File: src/rtl/rom_port_arbiter.sv
//------------------------------------------------------------------------------
// Module   : rom_port_arbiter
// Brief    : Two-requester arbiter in front of the single picture-ROM port,
//            four-phase handshake on both sides with a hung-ROM timeout.
// Revision : 1.0 - initial release
//------------------------------------------------------------------------------
`default_nettype none

module rom_port_arbiter #(
  parameter int ADDR_W     = 7,
  parameter int DATA_W     = 8,
  parameter bit FIXED_PRIO = 1'b0,
  parameter int TIMEOUT    = 255,
  parameter int CNT_W      = 8
) (
  input  logic              clk,
  input  logic              rst,
  input  logic              req0,
  input  logic [ADDR_W-1:0] addr0,
  output logic              ack0,
  output logic [DATA_W-1:0] data0,
  input  logic              req1,
  input  logic [ADDR_W-1:0] addr1,
  output logic              ack1,
  output logic [DATA_W-1:0] data1,
  output logic              rom_req,
  output logic [ADDR_W-1:0] rom_addr,
  input  logic              rom_ack,
  input  logic [DATA_W-1:0] rom_data,
  output logic              busy,
  output logic              owner,
  output logic              timeout_err
);

  localparam logic [2:0] c_st_idle       = 3'd0;
  localparam logic [2:0] c_st_wait_ack   = 3'd1;
  localparam logic [2:0] c_st_hold       = 3'd2;
  localparam logic [2:0] c_st_hold_abort = 3'd3;
  localparam logic [2:0] c_st_release    = 3'd4;

  localparam logic [CNT_W-1:0] c_cnt_last = CNT_W'(TIMEOUT - 1);

  logic [2:0]       r_state;
  logic [2:0]       w_state_next;
  logic             r_last_grant;
  logic [CNT_W-1:0] r_cnt;
  logic             w_any_req;
  logic             w_grant;
  logic             w_owner_req;
  logic             w_timeout_hit;

  assign w_any_req     = req0 | req1;
  // On a tie the fixed mode favours 0; round-robin hands it to whoever lost last.
  assign w_grant       = (req0 & req1) ? (FIXED_PRIO ? 1'b0 : ~r_last_grant) : req1;
  assign w_owner_req   = owner ? req1 : req0;
  assign w_timeout_hit = (r_cnt == c_cnt_last);

  always_ff @(posedge clk or posedge rst) begin
    if (rst) begin
      r_state <= c_st_idle;
    end else begin
      r_state <= w_state_next;
    end
  end

  always_comb begin
    w_state_next = r_state;
    case (r_state)
      c_st_idle:       if (w_any_req) w_state_next = c_st_wait_ack;
      c_st_wait_ack: begin
        if (rom_ack)            w_state_next = c_st_hold;
        else if (w_timeout_hit) w_state_next = c_st_hold_abort;
      end
      c_st_hold,
      c_st_hold_abort: if (!w_owner_req) w_state_next = c_st_release;
      c_st_release:    if (!rom_ack) w_state_next = c_st_idle;
      default:         w_state_next = c_st_idle;
    endcase
  end

  always_comb begin
    busy = (r_state != c_st_idle);
  end

  // Registered datapath: every handshake output is a flop, updated per state.
  always_ff @(posedge clk or posedge rst) begin
    if (rst) begin
      ack0         <= 1'b0;
      ack1         <= 1'b0;
      data0        <= '0;
      data1        <= '0;
      rom_req      <= 1'b0;
      rom_addr     <= '0;
      owner        <= 1'b0;
      timeout_err  <= 1'b0;
      r_last_grant <= 1'b1;
      r_cnt        <= '0;
    end else begin
      case (r_state)
        c_st_idle: begin
          if (w_any_req) begin
            owner        <= w_grant;
            r_last_grant <= w_grant;
            rom_addr     <= w_grant ? addr1 : addr0;
            rom_req      <= 1'b1;
            r_cnt        <= '0;
          end
        end
        c_st_wait_ack: begin
          if (rom_ack) begin
            if (owner) begin
              data1 <= rom_data;
              ack1  <= 1'b1;
            end else begin
              data0 <= rom_data;
              ack0  <= 1'b1;
            end
          end else if (w_timeout_hit) begin
            if (owner) begin
              data1 <= '0;
              ack1  <= 1'b1;
            end else begin
              data0 <= '0;
              ack0  <= 1'b1;
            end
            timeout_err <= 1'b1;
            rom_req     <= 1'b0;
          end else begin
            r_cnt <= r_cnt + CNT_W'(1);
          end
        end
        c_st_hold: begin
          if (!w_owner_req) begin
            ack0    <= 1'b0;
            ack1    <= 1'b0;
            rom_req <= 1'b0;
          end
        end
        c_st_hold_abort: begin
          if (!w_owner_req) begin
            ack0 <= 1'b0;
            ack1 <= 1'b0;
          end
        end
        default: ;
      endcase
    end
  end

endmodule

`default_nettype wire

File: config.mk
export PLATFORM = sky130hd
export DESIGN_NAME = rom_port_arbiter
export DESIGN_NICKNAME = d
export VERILOG_FILES = /design/src/rtl/rom_port_arbiter.sv
export SDC_FILE = /design/constraint.sdc
export NUM_CORES = 1
export LEC_CHECK = 0
export ABC_AREA = 1
export CAP_MARGIN = 20
export CORE_MARGIN = 2
export CORE_UTILIZATION = 40
export CTS_CLUSTER_SIZE = 14
export DETAILED_ROUTE_END_ITERATION = 12
export PLACE_DENSITY_LB_ADDON = 0.12
export SLEW_MARGIN = 20
export SYNTH_ARGS = -nofsm -noshare
export SYNTH_HDL_FRONTEND = slang
export SYNTH_SLANG_ARGS = --single-unit
File: constraint.sdc
create_clock -name clk -period 1.79 [get_ports clk]
set_input_delay 0.179 -clock clk [delete_from_list [all_inputs] [get_ports clk]]
set_output_delay 0.179 -clock clk [all_outputs]
set_load 0.05 [all_outputs]
Yosys cells after proc, flatten, opt, wreduce, memory -nomap -nowiden
Index checks and enable logic that the tools add are counted.
- add/subtract/negate cells: 1
- reduce and logical (&&, ||, !) cells: 15
- equal/unequal tests: 13
- mux-type cells: 34
- bitwise gates (word level): 5
- operator list (operator ; count):
    8-bit 2-to-1 mux ; 11
    8-bit one-hot mux with 2 select lines ; 1
    3-bit 2-to-1 mux ; 5
    2-bit inequality test, second input constant ; 7
    1-bit 2-to-1 mux ; 12
    3-bit one-hot mux with 4 select lines ; 1
    3-bit AND reduction ; 4
    8-bit by 1-bit adder with 8-bit output, second input constant ; 1
    8-bit equality test, second input constant ; 1
    4-bit AND reduction ; 2
    7-bit 2-to-1 mux ; 1
    3-bit by 2-bit equality test with 1-bit output, second input constant ; 2
    2-bit nonzero test ; 3
    3-bit nonzero test ; 2
    5-bit AND reduction ; 1
    1-bit one-hot mux with 2 select lines ; 2
    3-bit by 1-bit equality test with 1-bit output, second input constant ; 1
    3-bit equality test, second input constant ; 1
    3-bit zero test ; 1
    3-bit inequality test, second input constant ; 1
    1-bit inverter ; 3
    1-bit one-hot mux with 3 select lines ; 1
    2-bit AND reduction ; 1
    2-bit OR reduction ; 1
    other kinds (2) ; 2
- bits in registers: 40
- word-level logic and storage cells: 79
- output and inout port bits: 29
- bits of input ports: 27

Depth between registers and ports, before layout
- depth after elaboration: 4
- gate-level depth with buffers: 10
- mapped depth without buffers: 9

Worst setup path after synthesis
Ideal clock, no wire load.
- path kind: reg2reg
- start: register r_state[1]
- end: register rom_addr[0]
- data required time: 1714 ps
- library setup time: 76 ps
- path slack: 204 ps
- clock period less this slack: 1586 ps
- data arrival time: 1510 ps
- cell stages (with the launch flop): 7
- buffers on the path: 1
- path through: dfrtp_1 -> nor2_4 -> nand2_1 -> nor2_1 -> clkbuf_2 -> o21ai_0 -> o21ai_1
- longest elaborated chain between the ends: 2
- RTL lines (what ; line ; RTL):
    start, declared ; 43 ; logic [2:0] r_state;
    start signal, assigned ; 60 ; r_state <= c_st_idle;
    start signal, assigned ; 62 ; r_state <= w_state_next;
    3-bit zero test ; 99 ; case (r_state)
    2-bit AND reduction (no source line) ; n/a ;
    end signal, assigned ; 104 ; rom_addr <= w_grant ? addr1 : addr0;
    end, declared ; 27 ; output logic [ADDR_W-1:0] rom_addr,
Every way passes these cells.
A chain may end at the register's enable or synchronous reset.

Worst setup path after layout
- start: register ack1
- end: output ack1
- RTL lines (what ; line ; RTL):
    start, declared ; 24 ; output logic ack1,
    start signal, assigned ; 89 ; ack1 <= 1'b0;
    start signal, assigned ; 113 ; ack1 <= 1'b1;
    start signal, assigned ; 121 ; ack1 <= 1'b1;
No word-level cell between the ends.

==> flow_summary.toml <==
[run_status]
status = "completed"

[cells_and_area]
area_delta_synth_final_pct = 35.3
drive_gt1_share_pct = 13.5
fillers = 480
final_util_pct = 55.4
antenna_cells = 0
nets = 340

[logic_synthesis]
synthSimpleGateAreaFrac_pct = 32.1
syn_avg_cell_area_um2 = 8.26
yosys-top-cells-area = "dfrtp_1, nand2_1, o21ai_2, nor2_1, nand3_1"
synthTopCellsByCount = "nand2_1, dfrtp_1, nor2_1"
synth_edf_count = 0
synth_nets = 279
netlist_area_um2 = 2070
ys.flop_type = "dfrtp_1"
synth_seq_cells = 40
async_flop_share_pct = 100
yosysSeqAreaShare_pct = 48.5
synthCells = 250
synth_compound_area_share_pct = 12.6
synth_top_area_share_pct = 47.2
yosys.area_share.adder_pct = 1.21
synth_top_family_by_area = "simple AND/OR/NAND/NOR gates"
yosysTopAreaCell = "dfrtp_1"
muxShareOfSynthArea_pct = 0
synth_cell_types = 26
yosys_warnings = 0
yosysMostFrequentCell = "nand2_1"
synth_xor_area_share_pct = 0.424

[drt]
wl_um = 4590
routed_via_density = 4.60
vias = 1757
drc_errors = 0
routedWlPerCell_um = 12.0
ant_nets = 0
drt_iter0_markers = 81
first_pass_iters = 4

[setup_path]
crit_slowest_cell = "clkdlybuf4s50_1"
crit_cells = 1
crit_fanout = 3
cp_cell_sequence = "clkdlybuf4s50_1"
rrSetupSlack_ns = 0.19
criticalPathCategory = "register to primary output"
cp_top_family = "buffers and inverters"
cp-end-kind = "primary output"
reg2regPathDepth = 9
critical_path_buf_inv_count = 1
startpoint = "ack1"
required_ns = 1.61
startpoint_type = "register"
critical_path.reg2reg.startpoint = "r_cnt[0]"
cp.arrival_ns = 1.49
critPathMaxStageDelay_ns = 0.82

[timing]
hold_viol = 0
finalCritPeriodShare_pct = 93.0
setup_violations = 0
rsz0062_at_grt = "no"
period_minus_slack_ns = 1.66
clock_skew_ns = 0.00866
tightest_slew_ns = 0.514
max_slew_margin_pct = 65.6
final.setup.tns_ns = 0
timing.final.max_slew_violations = 0
clock.fmax_mhz = 601

[die]
io_pins = 56
dieArea_um2 = 5760
core_area_um2 = 5040
die_height_um = 75.9
die-width_um = 75.9
start_util_pct = 41.0
rows = 26

[clocking]
cts_made_buffers = 5
cts_max_path_buffers = 2
cts_resized = 0
post_cts_buffers = 0
cts_tree = "built"
cts.clk_slew.worst_paths_ns = 0.08
cts.sinks = 40
cts_hold_buf = 0
root_buffer = "clkbuf_8"
htree_levels = 2
worstSkewPairLatency_ns = 0.28

[pwr]
ir_worst_vdd_mv = 0.883
p_per_area_nw_per_um2 = 1820
power.leakage_nw = 1.30

[job]
cap_viol_max_count = 0

[place]
gp_congestion = 0.767
port_buffers = 55
dp_hpwl_um = 3410

[grt]
grt_pass1_wl_um = 7750
antenna_found_initial = 0
grt_pass1_vias = 1737
grt_max_degree = 34
grtUsageTotal_pct = 17.5
grt_overflow = 0

[min_path]
min_path_type = "primary input to async pin"
## sequential cells by signal, summed over array words and instances (netlist names)
signal and count:
owner 1, rom_addr 7, ack1 1, data0 8, timeout_err 1, rom_req 1, data1 8, r_state 3
r_last_grant 1, r_cnt 8, ack0 1
## report_power, final
group	internal [mW]	switching, mW	total [mW]
sequential	1.24	0.280	1.52
clock	0.277	0.303	0.580
combinational	0.992	1.98	2.97
## layer usage
layer	global-route usage [%]	wire (um)
met1	23.0	2160
met2	28.5	2220
met3	5.69	184
met4	3.51	19
met5	0	0
## layout by cell type, fill, tap and decap left out
cell type        instances
o21bai_1                 2
clkbuf_1                 3
o21ai_1                  8
o21ai_2                 16
buf_12                   2
a21oi_1                  1
nand3_2                  1
o21ai_0                 12
clkbuf_8                 5
nand3_4                  2
nor2_1                  23
inv_1                   17
nor3b_1                  1
dfstp_2                  1
ha_1                     2
buf_4                    4
nor2_4                   5
nand3_1                 14
inv_2                    1
xor2_1                   1
nand2_4                  1
nand2_2                  4
dfrtp_1                 39
clkdlybuf4s50_1         53
nand2_1                 90
nand4_1                  3
nor3_1                   1
## worst paths after layout
path / end
max reg2reg: data0[5]
max: ack1
max in group asynchronous: data1[4]
min in group clk: ack0
min reg2reg: ack0
min: r_cnt[0]
## final cells by class
class / instances / area (um2) / area share, %
flip-flops and latches: 40 / 1000 / 35.9
multi-input cells: 187 / 957 / 34.2
repair buffers: 59 / 601 / 21.5
well taps: 70 / 87.6 / 3.13
clock buffers: 8 / 80.1 / 2.86
inverters: 18 / 67.6 / 2.42
## kinds of logic after synthesis
| group | Yosys count |
|---|---|
| flip-flops | 40 |
| XOR/XNOR | 1 |
| adder cells (fa/ha/maj) | 2 |
| buffers and inverters | 23 |
| AO/OA/AOI/OAI | 39 |
| AND/OR/NAND/NOR | 145 |
## through the flow
| stage | instances | worst slack (ns) | area, um2 | hold slack (ns) | power, mW |
|---|---|---|---|---|---|
| 4_1_cts | 382 | 0.103 | 2800 | 0.168 | 5.13 |
| 5_1_grt | 382 | 0.0251 | 2800 | 0.190 | 5.42 |
| 2_1_floorplan | 250 | 0.204 | 2070 | 0.349 | 3.58 |
| 3_5_place_dp | 374 | 0.210 | 2720 | 0.466 | 4.55 |
| 3_3_place_gp | 374 | 0.250 | 2720 | 0.459 | 4.51 |
| 6_report | 382 | 0.126 | 2800 | 0.157 | 5.08 |
Note: power is estimated with default switching activity, not from simulation.
